**src/rtl/fifo_sr_pkg.sv**
```systemverilog
// Shared helpers for the multi-flow linked-list FIFO: constant math,
// derived field widths and tag extraction from a data word.
package fifo_sr_pkg;

    // Widest data word the tag helper accepts.
    localparam int WORD_MAX = 64;

    // Ceiling log2 for elaboration-time sizing; clog2(1) == 0.
    function automatic int clog2(input int value);
        int result;
        int span;
        result = 0;
        span   = 1;
        while (span < value) begin
            span   = span * 2;
            result = result + 1;
        end
        return result;
    endfunction

    function automatic int max(input int a, input int b);
        return (a > b) ? a : b;
    endfunction

    // Tag field width; at least one bit, even for a single flow.
    function automatic int tag_width_of(input int flux);
        return max(1, clog2(flux));
    endfunction

    // Entry address width.
    function automatic int addr_width_of(input int depth);
        return max(1, clog2(depth));
    endfunction

    // Occupancy counter width; must be able to hold DEPTH itself.
    function automatic int cnt_width_of(input int depth);
        return clog2(depth) + 1;
    endfunction

    // Flow tag carried in the top tag_width bits of a width-bit word.
    function automatic logic [31:0] tag_of(input logic [WORD_MAX-1:0] word,
                                           input int width,
                                           input int tag_width);
        logic [WORD_MAX-1:0] shifted;
        shifted = word >> (width - tag_width);
        return 32'(shifted & ((64'd1 << tag_width) - 64'd1));
    endfunction

endpackage

```
**src/rtl/fifo_sr_free_alloc.sv**
```systemverilog
// Free-entry allocator: picks the lowest-index free entry; when nothing is
// free it hands back the entry being released by this cycle's read so a
// full buffer still sustains one write per cycle.
module fifo_sr_free_alloc
    import fifo_sr_pkg::*;
#(
    parameter int DEPTH      = 8,
    parameter int ADDR_WIDTH = addr_width_of(DEPTH)
) (
    input  logic [DEPTH-1:0]      free_map,
    input  logic [ADDR_WIDTH-1:0] freed_addr,
    input  logic                  freed_vld,
    output logic [ADDR_WIDTH-1:0] alloc_addr,
    output logic                  alloc_vld
);

    // Downward scan so the lowest free index wins; default is the reuse path.
    always_comb begin
        alloc_addr = freed_addr;
        alloc_vld  = freed_vld;
        for (int i = DEPTH - 1; i >= 0; i--) begin
            if (free_map[i]) begin
                alloc_addr = ADDR_WIDTH'(i);
                alloc_vld  = 1'b1;
            end
        end
    end

endmodule

```
**src/rtl/fifo_sr_ll_multi.sv**
```systemverilog
// Shared-memory multi-flow FIFO. One DEPTH-entry buffer holds all flows;
// each flow is a linked list (head, tail, count) threaded through nxt.
// One read (highest requesting non-empty flow) and one write per cycle.
module fifo_sr_ll_multi
    import fifo_sr_pkg::*;
#(
    parameter int WIDTH    = 8,
    parameter int DEPTH    = 8,
    parameter int FLUX     = 2,
    parameter int FLOW_MAX = DEPTH
) (
    input  logic                               ck,
    input  logic                               rst,
    input  logic                               wr,
    input  logic [WIDTH-1:0]                   datain,
    input  logic [FLUX-1:0]                    rd,
    output logic [WIDTH-1:0]                   dataout,
    output logic                               valid_out,
    output logic                               full,
    output logic [FLUX-1:0]                    empty,
    output logic [FLUX-1:0]                    flow_full,
    output logic [FLUX*(clog2(DEPTH)+1)-1:0]   count,
    output logic                               wr_drop,
    output logic                               rd_drop
);

    localparam int TAG_WIDTH  = tag_width_of(FLUX);
    localparam int ADDR_WIDTH = addr_width_of(DEPTH);
    localparam int CNT_WIDTH  = cnt_width_of(DEPTH);

    typedef logic [ADDR_WIDTH-1:0] addr_t;
    typedef logic [CNT_WIDTH-1:0]  cnt_t;
    typedef logic [TAG_WIDTH-1:0]  flow_t;

    logic [WIDTH-1:0] mem_q [DEPTH];
    logic [WIDTH-1:0] mem_d [DEPTH];
    addr_t            nxt_q [DEPTH];
    addr_t            nxt_d [DEPTH];
    logic [DEPTH-1:0] free_map_q, free_map_d;
    addr_t            head_q [FLUX];
    addr_t            head_d [FLUX];
    addr_t            tail_q [FLUX];
    addr_t            tail_d [FLUX];
    cnt_t             cnt_q [FLUX];
    cnt_t             cnt_d [FLUX];
    logic [WIDTH-1:0] dataout_q, dataout_d;
    logic             valid_out_q, valid_out_d;
    logic             wr_drop_q, wr_drop_d;
    logic             rd_drop_q, rd_drop_d;

    logic        gnt_vld;
    flow_t       gnt_idx;
    addr_t       freed_addr;
    addr_t       alloc_addr;
    logic        alloc_vld;
    logic [31:0] tag_raw;
    logic        tag_ok;
    flow_t       tag;
    logic        cap_ok;
    logic        wr_acc;
    logic        tag_keeps_entries;

    // Status flags decoded purely from registered occupancy.
    always_comb begin
        empty     = '0;
        flow_full = '0;
        count     = '0;
        for (int i = 0; i < FLUX; i++) begin
            empty[i]                          = (cnt_q[i] == '0);
            flow_full[i]                      = (cnt_q[i] == cnt_t'(FLOW_MAX));
            count[i*CNT_WIDTH +: CNT_WIDTH]   = cnt_q[i];
        end
    end

    assign full = ~|free_map_q;

    // Read grant: highest-index flow that requests and holds data.
    always_comb begin
        gnt_vld = 1'b0;
        gnt_idx = '0;
        for (int i = 0; i < FLUX; i++) begin
            if (rd[i] && !empty[i]) begin
                gnt_vld = 1'b1;
                gnt_idx = flow_t'(i);
            end
        end
    end

    assign freed_addr = head_q[gnt_idx];

    fifo_sr_free_alloc #(
        .DEPTH      (DEPTH),
        .ADDR_WIDTH (ADDR_WIDTH)
    ) u_free_alloc (
        .free_map   (free_map_q),
        .freed_addr (freed_addr),
        .freed_vld  (gnt_vld),
        .alloc_addr (alloc_addr),
        .alloc_vld  (alloc_vld)
    );

    // Write admission: valid tag, a slot (possibly the one being read out),
    // and room under the flow cap unless the same flow is being drained.
    always_comb begin
        tag_raw           = tag_of(WORD_MAX'(datain), WIDTH, TAG_WIDTH);
        tag_ok            = (tag_raw < 32'(FLUX));
        tag               = flow_t'(tag_raw);
        cap_ok            = !flow_full[tag] || (gnt_vld && (gnt_idx == tag));
        wr_acc            = wr && tag_ok && alloc_vld && cap_ok;
        tag_keeps_entries = (cnt_q[tag] != '0) &&
                            !(gnt_vld && (gnt_idx == tag) && (cnt_q[tag] == cnt_t'(1)));
    end

    // Next-state: read pops the head first, then the write links or re-seeds.
    always_comb begin
        mem_d       = mem_q;
        nxt_d       = nxt_q;
        free_map_d  = free_map_q;
        head_d      = head_q;
        tail_d      = tail_q;
        cnt_d       = cnt_q;
        dataout_d   = dataout_q;
        valid_out_d = gnt_vld;
        rd_drop_d   = (|rd) && !gnt_vld;
        wr_drop_d   = wr && !wr_acc;

        if (gnt_vld) begin
            dataout_d              = mem_q[freed_addr];
            head_d[gnt_idx]        = nxt_q[freed_addr];
            cnt_d[gnt_idx]         = cnt_q[gnt_idx] - cnt_t'(1);
            free_map_d[freed_addr] = 1'b1;
        end

        // Clearing the slot after the read's release lets a full-buffer
        // write claim the entry that was just freed.
        if (wr_acc) begin
            mem_d[alloc_addr]      = datain;
            free_map_d[alloc_addr] = 1'b0;
            if (tag_keeps_entries) begin
                nxt_d[tail_q[tag]] = alloc_addr;
            end else begin
                head_d[tag] = alloc_addr;
            end
            tail_d[tag] = alloc_addr;
            cnt_d[tag]  = cnt_d[tag] + cnt_t'(1);
        end
    end

    // Control state and output register, cleared by async reset.
    always_ff @(posedge ck or posedge rst) begin
        if (rst) begin
            free_map_q  <= '1;
            head_q      <= '{default: '0};
            tail_q      <= '{default: '0};
            cnt_q       <= '{default: '0};
            dataout_q   <= '0;
            valid_out_q <= 1'b0;
            wr_drop_q   <= 1'b0;
            rd_drop_q   <= 1'b0;
        end else begin
            free_map_q  <= free_map_d;
            head_q      <= head_d;
            tail_q      <= tail_d;
            cnt_q       <= cnt_d;
            dataout_q   <= dataout_d;
            valid_out_q <= valid_out_d;
            wr_drop_q   <= wr_drop_d;
            rd_drop_q   <= rd_drop_d;
        end
    end

    // Storage and link pointers; contents are meaningless while free.
    always_ff @(posedge ck) begin
        mem_q <= mem_d;
        nxt_q <= nxt_d;
    end

    assign dataout   = dataout_q;
    assign valid_out = valid_out_q;
    assign wr_drop   = wr_drop_q;
    assign rd_drop   = rd_drop_q;

endmodule

```
**config.mk**
```make
export PLATFORM = sky130hd
export DESIGN_NAME = fifo_sr_ll_multi
export DESIGN_NICKNAME = d
export VERILOG_FILES = /design/src/rtl/fifo_sr_pkg.sv /design/src/rtl/fifo_sr_free_alloc.sv /design/src/rtl/fifo_sr_ll_multi.sv
export SDC_FILE = /design/constraint.sdc
export NUM_CORES = 1
export LEC_CHECK = 0
export BUFFER_PORTS_ARGS = -buffer_cell sky130_fd_sc_hd__buf_2
export CORE_ASPECT_RATIO = 2
export CORE_UTILIZATION = 35
export DETAILED_ROUTE_END_ITERATION = 16
export HOLD_SLACK_MARGIN = 0.08
export PLACE_DENSITY = 0.64
export SLEW_MARGIN = 20
export SYNTH_ARGS = -nofsm -noshare
export SYNTH_HDL_FRONTEND = slang
export SYNTH_SLANG_ARGS = --single-unit
```
**constraint.sdc**
```tcl
create_clock -name ck -period 3.06 [get_ports ck]
set_input_delay 0.459 -clock ck [delete_from_list [all_inputs] [get_ports ck]]
set_output_delay 0.459 -clock ck [all_outputs]
set_load 0.05 [all_outputs]
```
* Yosys cells after proc, flatten, opt, wreduce, memory -nomap -nowiden
Index checks and enable logic that the tools add are counted.
** Storage, ports and cells
- Output and inout bits :: 24
- Bits of input ports :: 13
- Word-level logic and storage cells :: 158
- Flip-flop bits (word level) :: 127
** Cells by class
- Mux-type cells :: 72
- Magnitude comparators :: 15
- Reductions and logical operators :: 30
- Add/sub/neg operators :: 2
- Bitwise logic cells :: 8
- Eq/ne operators :: 4
** Operators with widths (number)
- 64-bit bitwise mux :: 1
- 3-bit two-way mux :: 19
- 8-bit two-way mux :: 7
- 4-bit two-way mux :: 11
- 8-bit binary-select mux with 3-bit select :: 1
- 24-bit bitwise mux :: 1
- 8-bit demux with 3-bit select :: 1
- 6-bit bitwise mux :: 3
- 6-bit two-way mux :: 3
- 8-bit bitwise mux :: 2
- 1-bit logical AND :: 16
- 1-bit two-way mux :: 15
- 4-bit greater-or-equal comparator (second input constant) :: 3
- 3-bit inverter with 4-bit output :: 3
- 3-bit binary-select mux with 3-bit select :: 1
- 3-bit demux with 3-bit select :: 1
- 8-bit AND :: 1
- 4-bit demux with 1-bit select :: 2
- 4-bit == test (second input constant) :: 2
- 4-bit logical NOT :: 2
- 3-bit by 4-bit < comparator with 1-bit output (second input constant) :: 2
- 4-bit by 1-bit < comparator with 1-bit output (second input constant) :: 2
- 8-bit inverter :: 1
- 8-bit bitwise OR :: 1
- other kinds (17) :: 30

* Depth between registers and ports, before layout
Gate-level depths: netlist of run 1.
- Depth after elaboration :: 23
- Gate-level depth with buffers :: 11
- Mapped depth without buffers :: 8

* Cells and area by module
From an unflattened synthesis of run 1, not the netlist that was laid out.
** Unflattened totals
- Cell total of the unflattened synthesis :: 454
- Area total of the unflattened synthesis :: 5801.8 um2
** Modules (own cells, without submodules)
- fifo_sr_ll_multi :: times used 1, area an instance 5716.7 um2, seq. area each 3628.5 um2, cells each 438
- fifo_sr_free_alloc :: times used 1, area an instance 85.1 um2, seq. area each 0.0 um2, cells each 16

* Least setup slack after synthesis of run 1
Ideal clock, no wire load.
- Path kind :: register to register
- From :: register cnt_q, in the netlist count[4]
- To :: register mem_q[32] (netlist bit) (enable)
- Clock period less this slack :: 3740 ps
- Path buffers :: 1
- Required time :: 2782 ps
- Arrival time :: 3463 ps
- Slack :: -680 ps
- Stages on the path, launching flop included :: 6
- Setup time :: 278 ps
- Cell sequence :: dfrtp_1 buf_6 nor4b_1 and2_1 a211oi_2 and3_1
** On the way
- Elaborated cells on any way between the ends :: 22
- Those cells by class :: 2 x eq/ne; 12 x mux; 8 x reduce/logical
** RTL lines
- from (decl) :: RTL line fifo_sr_ll_multi.sv:44 : cnt_t cnt_q [FLUX];
- from (signal assigned) :: RTL line fifo_sr_ll_multi.sv:164 : cnt_q <= cnt_d;
- 4-bit == test :: RTL line fifo_sr_ll_multi.sv:70 : flow_full[i] = (cnt_q[i] == cnt_t'(FLOW_MAX));
- named net flow_full[1] :: RTL line fifo_sr_ll_multi.sv:21 : output logic [FLUX-1:0] flow_full,
- 1-bit two-way mux (not written as such) (2 in a row) :: RTL line fifo_sr_ll_multi.sv:108 : cap_ok = !flow_full[tag] || (gnt_vld && (gnt_idx == tag));
- 1-bit logical NOT :: RTL line fifo_sr_ll_multi.sv:108
- 1-bit logical OR :: RTL line fifo_sr_ll_multi.sv:108
- 1-bit logical AND :: RTL line fifo_sr_ll_multi.sv:109 : wr_acc = wr && tag_ok && alloc_vld && cap_ok;
- to (signal assigned) :: RTL line fifo_sr_ll_multi.sv:174 : mem_q <= mem_d;
- to (decl) :: RTL line fifo_sr_ll_multi.sv:35 : logic [WIDTH-1:0] mem_q [DEPTH];
The timed path passes the listed nets, and every way through them passes these cells. The select of a mux whose other input is x is not followed.
A chain may end at the register's enable or synchronous reset.

* Worst setup path after layout of run 1
- From :: register cnt_q, in the netlist count[4]
- To :: output port empty[1]
** On the way
- Longest elaborated chain between the ends :: 1
** RTL lines
- 4-bit logical NOT :: RTL line fifo_sr_ll_multi.sv:69 : empty[i] = (cnt_q[i] == '0);
- to (decl) :: RTL line fifo_sr_ll_multi.sv:20 : output logic [FLUX-1:0] empty,
Every way passes these cells.

==> results.cfg, run 1 <==
[floorplanning]
rows = 66
start_util_pct = 35.8
die_w_um = 93.2
die_h_um = 184
io_pins = 37
die-area_um2 = 17200
core_area_um2 = 16300

[power_and_ir_drop]
p_per_area_nw_per_um2 = 1110
leakage_nw = 2.49
p_clk_share_pct = 26.0
p_seq_share_pct = 36.2
p_int_w = 0.00452
combPwrFrac_pct = 37.7
power.switching_w = 0.00310
fin_total_pwr_w = 0.00761
swShare_pct = 40.7
max-vdd-ir-drop_mv = 0.422

[setup_path]
rr_worst_depth = 6
critPathLaunchType = register
path_max_fanout = 11
cp_slowest_cell = or4_1
critPathKind = register to output port
r2r_setup_slack_ns = 0.26
cpPeakStageDelay_ns = 0.60
critPathRequiredTime_ns = 2.60
cp_num_buf_inv = 3
r2r_start = count[6]
critPathCaptureType = output port
cp_top_family = buffers and inverters
reg2reg_to = mem_q[2]
path_cells = buf_4, or4_1, inv_1, buf_2
critPathArrivalTime_ns = 2.37

[clock_tree]
clockRootBuffer = clkbuf_16
numCtsBuffers = 17
cts_tree = built
cts.htree.levels = 4
cts_buffer_depth = 2
clkLatencyLatePin_ns = 0.42
ctsResizeCount = 0
clock-sinks = 127
cts.clk_slew.worst_paths_ns = 0.07

[timing]
relSlewSlack_pct = 55.5
worst_slew_pin_slew_ns = 0.667
min_period_over_period_pct = 92.3
finClkSkew_ns = 0.0128
drv_slew = 0
setup_slack_ns = 0.236
hold_violations = 0
whs_ns = 0.346
setup_viol = 0
fin_crit_ns = 2.82
setup_tns_ns = 0
rsz0062_at_grt = no
max_freq_mhz = 354

[yosys]
syn-cell-area_um2 = 5820
synth_top_family_by_area = compound AO/OA/AOI/OAI gates
synth_seq_area_share_pct = 62.4
synth_most_common_cell = edfxtp_1
synth_mux_area_share_pct = 2.82
synth_top_area_share_pct = 45.4
synth_area_leaders = edfxtp_1, dfrtp_1, a22oi_1
syn_inst = 452
synth_fa_ha_area_share_pct = 0.430
yosys.area_share.simple_pct = 12.4
synth_edf_count = 88
synth_common_cells = edfxtp_1, a22oi_1, dfrtp_1
synth_xor_area_share_pct = 0.903
synth_area_leader_cell = edfxtp_1
synth_compound_area_share_pct = 17.6
yosys_warnings = 0
ys.flop_type = edfxtp_1
synth.avg_cell_area_um2 = 12.9
ys_types = 68
synthArstFlopShare_pct = 30.7
ys_ff_latch = 127
synth_nets = 467

[min_path]
worstHoldStart = datain[1]
hp-class = input pin to register
whs_path_depth = 1
min_to = mem_q[9]

[placed_design]
numPlacedInstances = 690
gp_routability_congestion = 0.887
io_buffers = 36
dp_hpwl_um = 11500
pre_cts_slack_ns = 0.292

[detailed_routing]
drt_iter0_markers = 322
postRouteAntennaNets = 0
wl_met3_um = 600
route.detailed.drc = 0
wl_per_cell_um = 21.6
vias_per_cell = 5.94
wirelength_um = 15600
highest_layer = met4
first_pass_iters = 6
wl_met1_um = 4930
vias = 4292
dr_wl_met2_um = 8880

[grt]
grt_pass1_wl_um = 24200
grt.total_usage_pct = 19.5
grt_start_max_net_pins = 33
antenna_found_initial = 0
grt_pass1_vias = 4563
grt_overflow = 0

[cells_and_area]
stdcell_count = 723
antenna_cells = 0
area_delta_synth_final_pct = 18.3
fillCellCount = 1488
fin_nets = 521
drive_gt1_share_pct = 24.9

[outcome]
status = finished clean

[flow_run]
cap_violations = 0
[power groups by stage]
stage / combinational [W] / sequential [W] / clock (W)
6_report: 0.00287 / 0.00276 / 0.00198
2_1_floorplan: 0.00170 / 0.00300 / 0
3_3_place_gp: 0.00280 / 0.00276 / 0
5_1_grt: 0.00307 / 0.00280 / 0.00207
4_1_cts: 0.00286 / 0.00275 / 0.00201
3_5_place_dp: 0.00285 / 0.00278 / 0
[area by class of cell]
| type | instances | area, um2 | share of cell area (%) |
|---|---|---|---|
| flip-flops and latches | 127 | 3630 | 52.8 |
| multi-input cells | 287 | 2000 | 29.0 |
| clock buffers | 17 | 425 | 6.18 |
| repair buffers | 61 | 370 | 5.38 |
| well taps | 204 | 255 | 3.71 |
| clock inverters | 15 | 159 | 2.31 |
| inverters | 12 | 45.0 | 0.655 |
[registers in the layout, indices dropped and copies added, names as in the netlist]
name	count
mem_q	64
nxt_q	24
count	8
dataout	8
free_map_q	8
head_q	6
tail_q	6
rd_drop	1
valid_out	1
wr_drop	1
[timing repair]
item,in CTS,in global routing
endpoints found under the hold margin,7,0
buffers inserted,0,0
hold buffers,1,0
[worst reg2reg max path, cell delays in order, from the launching register on]
cell and delay (ns):
dfrtp_2 0.49, o41ai_4 0.44, buf_4 0.30, nand2_1 0.08, a31o_2 0.29, a211oi_4 0.31, and3_1 0.51
[kinds of logic after synthesis]
kind of cell	count (synthesis)
xor gates and xnor gates	6
AOI/OAI and AO/OA	128
buffers and inverters	38
and+or+nand+nor	136
DFF	127
muxes	15
adders and majority gates	2
[how the worst max path moves through the flow]
stage                     slack, ns  cells after the start    endpoint  startpoint
after floorplan               0.008                      9    count[5]    count[4]
after global placement         0.37                      6    mem_q[8]    count[6]
after detailed placement       0.29                      8  dataout[4]    count[6]
after CTS                      0.23                      4    empty[1]    count[4]
after global routing           0.13                      6    mem_q[2]    count[6]
final                          0.24                      4    empty[1]    count[4]
[cell usage in the layout, fill, tap and decap left out, drive strengths merged, types with 2 or more instances in the layout]
cell type | netlist | routed
edfxtp | 88 | 88
buf | 19 | 60
a22oi | 33 | 33
dfrtp | 31 | 31
nand2 | 29 | 29
nor2 | 26 | 26
nand3 | 25 | 25
a31oi | 18 | 18
and3 | 17 | 17
clkbuf | 7 | 17
o221ai | 15 | 15
o21ai | 14 | 14
inv | 9 | 14
a21oi | 13 | 13
nand2b | 8 | 8
a311oi | 8 | 8
dfstp | 8 | 8
mux2 | 8 | 8
clkinv | 3 | 8
mux2i | 7 | 7
nor3 | 6 | 6
and2 | 5 | 5
nor4 | 5 | 5
nor2b | 4 | 4
xnor2 | 4 | 4
o211ai | 3 | 3
a2111oi | 3 | 3
clkinvlp | 0 | 3
o41ai | 3 | 3
nor4b | 3 | 3
a32oi | 2 | 2
xor2 | 2 | 2
ha | 2 | 2
bufinv | 0 | 2
a211oi | 2 | 2
[per-layer routing]
layer,vias to the layer above,global-route usage (%)
met2,201,36.4
li1,1902,-
met5,-,0
met4,0,17.1
met3,87,3.92
met1,2102,16.8
[per-stage QoR]
| stage | cell area [um2] | utilization (%) |
|---|---|---|
| floorplan | 5830 | - |
| global placement | 6290 | 38.6 |
| detailed placement | 6290 | 38.6 |
| CTS | 6880 | 42.3 |
| global route | 6880 | 42.3 |
| finish | 6880 | 42.3 |
Power figures use the tool's default switching activity.
==> run 2, diff against run 1 <==
--- a/config.mk
+++ b/config.mk
@@ -10,8 +10,10 @@
 export CORE_UTILIZATION = 35
 export DETAILED_ROUTE_END_ITERATION = 16
 export HOLD_SLACK_MARGIN = 0.08
-export PLACE_DENSITY = 0.64
+export PLACE_DENSITY = 0.62
+export REMOVE_ABC_BUFFERS = 1
 export SLEW_MARGIN = 20
 export SYNTH_ARGS = -nofsm -noshare
 export SYNTH_HDL_FRONTEND = slang
 export SYNTH_SLANG_ARGS = --single-unit
+export TNS_END_PERCENT = 10
==> constraint.sdc (replaced) <==
create_clock -name ck -period 3.6 [get_ports ck]
set_input_delay 0.54 -clock ck [delete_from_list [all_inputs] [get_ports ck]]
set_output_delay 0.54 -clock ck [all_outputs]
set_load 0.05 [all_outputs]
==> run 2 against run 1 <==
  * Clock power decreased by 23%
  * Final cell count down 1.7%
  * Register-to-register slack improved by 0.27 ns
  * Global-route usage shrank 0.14 points
  * Non-clock buffer count down 12
  * Clock skew down 0.0035 ns
  * Power is 18% lower
  * Final area down 2.0%
  * Sequential share of layout area increased by 1.0 points
  * Routed wire length fell by 0.47%
==> results.cfg, run 2 (synthesis results as in run 1) <==
[clock_tree]
clkLatencyLatePin_ns = 0.42
cts.htree.levels = 4
cts_tree = built
post-cts-setup-buffers = 0
numCtsBuffers = 17
cts.clk_slew.worst_paths_ns = 0.06
clockRootBuffer = clkbuf_16
clock-sinks = 127
ctsHoldBuffers = 0
ctsResizeCount = 0
cts_buffer_depth = 2

[detailed_routing]
drt_iter0_markers = 356
route.detailed.drc = 0
vias = 4147
wirelength_um = 15500
vias_per_cell = 5.83
wl_per_cell_um = 21.8
first_pass_iters = 5
postRouteAntennaNets = 0

[setup_path]
critPathArrivalTime_ns = 3.13
path_cells = o41a_1, nand2_1, a31o_2, inv_1, a211oi_2, and3_1
cp_num_buf_inv = 1
critPathLaunchType = register
r2r_start = count[4]
rr_worst_depth = 6
r2r_setup_slack_ns = 0.53
cp_top_family = compound AO/OA/AOI/OAI gates
cpPeakStageDelay_ns = 0.62
path_max_fanout = 12
critPathKind = register to register
cp_slowest_cell = o41a_1
reg2reg_to = mem_q[62]
critPathCaptureType = register
critPathRequiredTime_ns = 3.66

[timing]
hold_violations = 0
finClkSkew_ns = 0.00928
whs_ns = 0.135
drv_slew = 0
max_freq_mhz = 326
fin_crit_ns = 3.07
setup_viol = 0
min_period_over_period_pct = 85.2
relSlewSlack_pct = 48.5
rsz0062_at_grt = no
worst_slew_pin_slew_ns = 0.769
setup_tns_ns = 0

[grt]
grt.total_usage_pct = 19.3
grt_overflow = 0
grt_start_max_net_pins = 31
grt_pass1_wl_um = 23800
grt_pass1_vias = 4209
antenna_found_initial = 0

[floorplanning]
io_pins = 37
start_util_pct = 35.8
rows = 66
die-area_um2 = 17200
core_area_um2 = 16300
die_w_um = 93.2
die_h_um = 184

[cells_and_area]
drive_gt1_share_pct = 22.5
area_delta_synth_final_pct = 15.9
most-common-layout-cells = edfxtp_1, buf_2, a22oi_1
fin_nets = 509
layout_commonest_cell = edfxtp_1
reg_top3 = mem_q x64, nxt_q x24
largest_reg_flops = 64
register_area_um2 = 3630
top_register = mem_q
multi_input_area_um2 = 1990
antenna_cells = 0
fillCellCount = 1477

[min_path]
hp-class = input pin to async pin

[power_and_ir_drop]
leakage_nw = 2.41
p_per_area_nw_per_um2 = 923
max-vdd-ir-drop_mv = 0.491

[placed_design]
gp_routability_congestion = 0.880
io_buffers = 36
dp_hpwl_um = 11200

[flow_run]
cap_violations = 0

[outcome]
status = finished clean
run 2: cell type report:
| class | instances | share of cell area (%) |
|---|---|---|
| Tap cell | 204 | 3.78 |
| Clock buffer | 19 | 6.57 |
| Clock inverter | 13 | 1.37 |
| Timing Repair Buffer | 49 | 4.30 |
| Multi-Input combinational cell | 287 | 29.5 |
| Sequential cell | 127 | 53.8 |
| Inverter | 12 | 0.668 |
run 2: how the worst max path moves through the flow:
stage / from / endpoint / slack, ns / cells after the start
floorplan: count[4] / dataout[6] / -0.13 / 5
global placement: rd[1] / mem_q[43] / 0.55 / 6
detailed placement: rd[1] / mem_q[41] / 0.51 / 6
CTS: count[4] / mem_q[41] / 0.54 / 6
global route: count[4] / mem_q[41] / 0.37 / 6
finish: count[4] / mem_q[62] / 0.53 / 6
run 2: layer usage:
metal / part of all wire (%) / track usage (%)
met5: 0 / 0
met4: 7.3 / 15.7
met3: 3.8 / 3.30
met2: 58 / 36.6
met1: 31 / 17.3
run 2: where the power goes:
group          internal, W  switching (W)
combinational     0.000748        0.00162
clock             0.000894       0.000633
sequential         0.00201       0.000322
run 2: stage by stage:
step	power (W)	cells	utilization, %	setup slack, ns	instance area, um2
5_1_grt	0.00651	711	41.5	0.371	6740
3_3_place_gp	0.00465	679	38.2	0.554	6210
4_1_cts	0.00623	711	41.5	0.540	6740
3_5_place_dp	0.00469	679	38.2	0.506	6210
6_report	0.00622	711	41.5	0.532	6740
2_1_floorplan	0.00387	426	-	-0.134	5660
run 2: worst register-to-register path, cell delays in order (launching register included):
cell and delay (ns):
dfrtp_1 0.52, o41a_1 0.62, nand2_1 0.13, a31o_2 0.28, inv_1 0.19, a211oi_2 0.47
and3_1 0.50
